## src/rtl/rst_seq_pkg.sv

```systemverilog
// Shared types and default constants for the reset release sequencer.
// Holds the sequencer state enum and default parameter values.
// Helper max2() is used to size counters from parameters.
package rst_seq_pkg;

  typedef enum logic [1:0] {
    ST_ASSERT  = 2'd0,
    ST_HOLD    = 2'd1,
    ST_RELEASE = 2'd2,
    ST_RUN     = 2'd3
  } state_t;

  localparam int DEF_NUM_DOMAINS = 4;
  localparam int DEF_HOLD_CYCLES = 16;
  localparam int DEF_STAGGER     = 4;
  localparam int DEF_SYNC_STAGES = 2;

  function automatic int max2(input int a, input int b);
    return (a > b) ? a : b;
  endfunction

endpackage

```

## src/rtl/rst_sync.sv

```systemverilog
// Reset synchronizer: asynchronous assert, synchronous deassert of r.
// Latency: deassertion reaches r_sync SYNC_STAGES ck edges after r falls.
// Ports: ck clock, r async active-high reset, r_sync synchronized reset (active-high).
module rst_sync
  import rst_seq_pkg::*;
#(
  parameter int SYNC_STAGES = DEF_SYNC_STAGES
) (
  input  logic ck,
  input  logic r,
  output logic r_sync
);

  logic [SYNC_STAGES-1:0] chain;

  // Zeros shift in from the bottom once r is low; any r high refills the chain.
  always_ff @(posedge ck or posedge r) begin
    if (r) begin
      chain <= '1;
    end else begin
      chain <= {chain[SYNC_STAGES-2:0], 1'b0};
    end
  end

  assign r_sync = chain[SYNC_STAGES-1];

endmodule

```

## src/rtl/rst_release_seq.sv

```systemverilog
// Staggered reset release sequencer for NUM_DOMAINS downstream reset domains.
// Latency: after sync release, HOLD_CYCLES edges all-held, then one domain per STAGGER edges.
// Ports: ck, r (async high), srst_req/srst_ack soft reset handshake, rn_out per-domain active-low reset, done.
module rst_release_seq
  import rst_seq_pkg::*;
#(
  parameter int NUM_DOMAINS = DEF_NUM_DOMAINS,
  parameter int HOLD_CYCLES = DEF_HOLD_CYCLES,
  parameter int STAGGER     = DEF_STAGGER,
  parameter int SYNC_STAGES = DEF_SYNC_STAGES
) (
  input  logic                   ck,
  input  logic                   r,
  input  logic                   srst_req,
  output logic                   srst_ack,
  output logic [NUM_DOMAINS-1:0] rn_out,
  output logic                   done
);

  localparam int CW = $clog2(max2(HOLD_CYCLES, STAGGER) + 1);
  localparam int IW = $clog2(NUM_DOMAINS + 1);

  localparam logic [CW-1:0] HOLD_LAST = CW'(HOLD_CYCLES - 1);
  localparam logic [CW-1:0] STAG_LAST = CW'(STAGGER - 1);
  localparam logic [IW-1:0] IDX_LAST  = IW'(NUM_DOMAINS - 1);

  logic r_sync;

  state_t                 state_q, state_d;
  logic [CW-1:0]          cnt_q, cnt_d;
  logic [IW-1:0]          idx_q, idx_d;
  logic [NUM_DOMAINS-1:0] rn_q, rn_d;
  logic                   done_q, done_d;
  logic                   ack_q, ack_d;

  rst_sync #(
    .SYNC_STAGES(SYNC_STAGES)
  ) u_rst_sync (
    .ck     (ck),
    .r      (r),
    .r_sync (r_sync)
  );

  // All outputs are registered: next values computed here, captured below.
  always_comb begin
    state_d = state_q;
    cnt_d   = cnt_q;
    idx_d   = idx_q;
    rn_d    = rn_q;
    done_d  = done_q;
    ack_d   = 1'b0;

    case (state_q)
      ST_ASSERT: begin
        rn_d   = '0;
        done_d = 1'b0;
        if (!r_sync) begin
          state_d = ST_HOLD;
          cnt_d   = '0;
        end
      end

      ST_HOLD: begin
        if (cnt_q == HOLD_LAST) begin
          rn_d  = NUM_DOMAINS'(1);
          idx_d = IW'(1);
          cnt_d = '0;
          if (NUM_DOMAINS == 1) begin
            state_d = ST_RUN;
            done_d  = 1'b1;
          end else begin
            state_d = ST_RELEASE;
          end
        end else begin
          cnt_d = cnt_q + 1'b1;
        end
      end

      ST_RELEASE: begin
        // idx_q is the next domain to release; lower domains are already out.
        if (cnt_q == STAG_LAST) begin
          cnt_d = '0;
          for (int i = 0; i < NUM_DOMAINS; i++) begin
            if (idx_q == IW'(i)) begin
              rn_d[i] = 1'b1;
            end
          end
          idx_d = idx_q + 1'b1;
          if (idx_q == IDX_LAST) begin
            state_d = ST_RUN;
            done_d  = 1'b1;
          end
        end else begin
          cnt_d = cnt_q + 1'b1;
        end
      end

      ST_RUN: begin
        state_d = ST_RUN;
      end

      default: begin
        state_d = ST_ASSERT;
        rn_d    = '0;
        done_d  = 1'b0;
        cnt_d   = '0;
        idx_d   = '0;
      end
    endcase

    // Soft reset overrides the sequence everywhere except while still in ASSERT.
    if (srst_req && (state_q != ST_ASSERT)) begin
      state_d = ST_HOLD;
      cnt_d   = '0;
      idx_d   = '0;
      rn_d    = '0;
      done_d  = 1'b0;
      ack_d   = 1'b1;
    end
  end

  always_ff @(posedge ck or posedge r) begin
    if (r) begin
      state_q <= ST_ASSERT;
      cnt_q   <= '0;
      idx_q   <= '0;
      rn_q    <= '0;
      done_q  <= 1'b0;
      ack_q   <= 1'b0;
    end else begin
      state_q <= state_d;
      cnt_q   <= cnt_d;
      idx_q   <= idx_d;
      rn_q    <= rn_d;
      done_q  <= done_d;
      ack_q   <= ack_d;
    end
  end

  assign rn_out   = rn_q;
  assign done     = done_q;
  assign srst_ack = ack_q;

endmodule

```

## config.mk

```make
export PLATFORM = sky130hd
export DESIGN_NAME = rst_release_seq
export DESIGN_NICKNAME = d
export VERILOG_FILES = /design/src/rtl/rst_seq_pkg.sv /design/src/rtl/rst_sync.sv /design/src/rtl/rst_release_seq.sv
export SDC_FILE = /design/constraint.sdc
export NUM_CORES = 1
export LEC_CHECK = 0
export CORE_ASPECT_RATIO = 0.7
export CORE_MARGIN = 4
export CORE_UTILIZATION = 50
export CTS_CLUSTER_SIZE = 16
export DETAILED_ROUTE_END_ITERATION = 10
export PLACE_DENSITY = 0.8
export REMOVE_ABC_BUFFERS = 1
export SYNTH_ARGS = -nofsm -noshare
export SYNTH_HDL_FRONTEND = slang
export SYNTH_SLANG_ARGS = --single-unit
export TNS_END_PERCENT = 20
```

## constraint.sdc

```tcl
create_clock -name ck -period 3.12 [get_ports ck]
set_clock_uncertainty 0.15 [all_clocks]
set_input_delay 0.624 -clock ck [delete_from_list [all_inputs] [get_ports ck]]
set_output_delay 0.624 -clock ck [all_outputs]
set_load 0.01 [all_outputs]
```

==> impl_metrics.yaml <==
clocking:
  cts_tree: "yes"
  cts_sinks: 18
  cts_resized: 0
  clock_latency_ps: 310
  clkTransAtPathRegs_ps: 110
  numCtsBuffers: 3
  clock-root-buffer: "clkbuf_4"
  cts_hold_buffers: 0
  htreeDepth: 1
  clockBufferDepth: 2
  postCtsSetupBuffers: 0
synth:
  syn_avg_cell_area_um2: 10.4
  synth_edf_count: 0
  seq_area_frac_synth: 0.419
  ys_types: 38
  synth_warnings: 0
  synth_ff_type: "dfrtp_1"
  netlist_instances: 104
  synth_seq_cells: 18
  syn-cell-area_um2: 1080
  ys_async_sr_fraction: 1.00
detailed_routing:
  routed-wl-met3_um: 154
  num_vias: 806
  dr.pass1.iters: 4
  drt_wl_total_mm: 2.08
  wl_per_cell_um: 15.2
  drt-initial-drc-count: 26
  drc: 0
  final_antenna_net_count: 0
  drt-met1-wl_mm: 1.04
  wl_met2_um: 861
  highest_layer: "met4"
  viasPerCell: 5.88
worst_setup_path:
  path_class: "reg -> reg"
  critPathMaxStageDelay_ps: 540
  r2r_end: "cnt_q[0]$_DFFE_PP0P_"
  cp.buffers_inverters: 0
  rr_worst_depth: 5
  slowest_stage: "or4b_4"
  r2r-start: "cnt_q[1]$_DFFE_PP0P_"
  crit_path_max_fanout: 8
  reg2reg_slack_ps: 990
  arrival_ps: 2170
  cp_top_family: "simple AND/OR/NAND/NOR gates"
  crit_required_ps: 3160
  cp-start-kind: "flip-flop"
  path_cells: "ha_1, or4b_4, a21oi_4, nor3_2, mux2_2"
  end_kind: "flip-flop"
grt:
  grt_usage: 0.163
  antenna_found_initial: 0
  gr-total-overflow: 0
  grt_pass1_vias: 750
  grt_pass1_wl_mm: 3.57
  grt_max_degree: 19
floorplan:
  die_h_um: 46.9
  dieArea_um2: 2980
  die_w_um: 63.6
  num_rows: 13
  core_area_um2: 1950
  num_io_pins: 9
  start_util: 0.554
sta:
  slew_headroom: 0.542
  period_share: 0.682
  fin_crit_ps: 2130
  slew_violations: 0
  tns_ps: 0
  fmax_mhz: 470
  hold_viol_final: 0
  rsz0062_at_grt: "no"
  setup_violations: 0
  worst_slew_pin_slew_ps: 687
cells_and_area:
  area_growth_pct: 12.0
  fillerInstances: 165
  fin_nets: 132
  drive_gt1_frac: 0.0957
  multi_input_area_um2: 579
  diodes: 0
  regArea_um2: 453
placed_design:
  finalWeightedCongestion: 0.911
  dpl.hpwl_mm: 1.59
  portBuffers: 8
power_and_ir_drop:
  p_leak_nw: 0.580
  powerDensity_nw_per_um2: 782
  ir_drop_uv: 505
  report.power.total_uw: 948
hold_path:
  hold_depth: 0
  hp-class: "reg -> reg"
  min_to: "u_rst_sync.chain[1]$_DFF_PP1_"
  hold_start: "u_rst_sync.chain[0]$_DFF_PP1_"
run:
  drv_cap: 0
status:
  status: "finished clean"
-- where the power goes --
group,leakage [nW],internal (mW),switching [mW]
registers,0.234,0.276,0.0377
clock network,0.0150,0.0500,0.0736
logic,0.331,0.201,0.310
total,0.580,0.527,0.421
-- metal layers --
| layer | track usage | vias to the layer above |
|---|---|---|
| li1 | - | 398 |
| met1 | 0.223 | 378 |
| met2 | 0.237 | 26 |
| met3 | 0.0598 | 4 |
| met4 | 0.0644 | 0 |
| met5 | 0 | - |
-- flip-flops by register name, summed over array words and instances (netlist names) --
register          cells
cnt_q                 5
done                  1
idx_q                 3
rn_out                4
srst_ack              1
state_q               2
u_rst_sync.chain      2
-- Yosys cell counts, drive strengths merged (2+ instances only) --
master  instances  area [um2]
dfstp           2        52.6
nand2           6        22.5
ha             13         163
dfrtp          16         400
nor2b           4        25.0
o31a            2        17.5
nor2            3        11.3
nand3           2        10.0
o31ai           4        35.0
o21ai           2        10.0
o22ai           2        12.5
inv            12        45.0
a22o            4        35.0
nand2b          2        12.5
nor3            3        20.0
a21oi           5        36.3
a31oi           5        31.3
-- cells by family after synthesis --
| family | share of synthesized area |
|---|---|
| AOI/OAI and AO/OA | 0.227 |
| adders and majority gates | 0.150 |
| buffers and inverters | 0.0451 |
| DFF | 0.419 |
| muxes | 0.0104 |
| other | 0.00347 |
| and+or+nand+nor | 0.145 |
-- layout make-up --
cell class              count  share of cell area
clock buffers               4              0.0217
flip-flops and latches     18               0.374
inverters                  12              0.0372
repair buffers              8              0.0661
well taps                  22              0.0227
multi-input cells          73               0.478
-- how the worst max path moves through the flow --
stage | startpoint | end | slack, ps | cells after the start
floorplan | cnt_q[0]$_DFFE_PP0P_ | cnt_q[0]$_DFFE_PP0P_ | 1210 | 5
global placement | srst_req | idx_q[1]$_DFFE_PP0P_ | 800 | 5
detailed placement | srst_req | idx_q[1]$_DFFE_PP0P_ | 750 | 5
CTS | cnt_q[0]$_DFFE_PP0P_ | cnt_q[0]$_DFFE_PP0P_ | 1020 | 5
global route | state_q[0]$_DFFE_PP0P_ | cnt_q[0]$_DFFE_PP0P_ | 860 | 6
finish | cnt_q[1]$_DFFE_PP0P_ | cnt_q[0]$_DFFE_PP0P_ | 990 | 5
-- cell usage in the layout, fill, tap and decap left out, types with 2 or more instances in the layout --
cell type | Yosys | layout
nand3_1 | 2 | 2
a22o_1 | 4 | 4
inv_1 | 12 | 12
nand2b_1 | 2 | 2
nor2_1 | 3 | 3
nor3_1 | 2 | 2
a21oi_1 | 4 | 4
nor2b_1 | 4 | 4
dfstp_2 | 2 | 2
o31a_1 | 2 | 2
o31ai_1 | 3 | 3
ha_1 | 13 | 13
clkdlybuf4s50_1 | 0 | 8
o22ai_1 | 2 | 2
clkbuf_4 | 0 | 3
dfrtp_1 | 16 | 16
nand2_1 | 6 | 6
a31oi_1 | 5 | 5
-- stage by stage --
step	utilization	hold slack [ps]	worst slack, ps	cell area, um2	instances
6_report	0.621	209	993	1210	137
5_1_grt	0.621	219	861	1210	137
4_1_cts	0.621	212	1020	1210	137
3_5_place_dp	0.607	198	753	1180	133
3_3_place_gp	0.607	196	795	1180	133
2_1_floorplan	-	195	1210	1080	103
(Power assumes the default switching activity.)
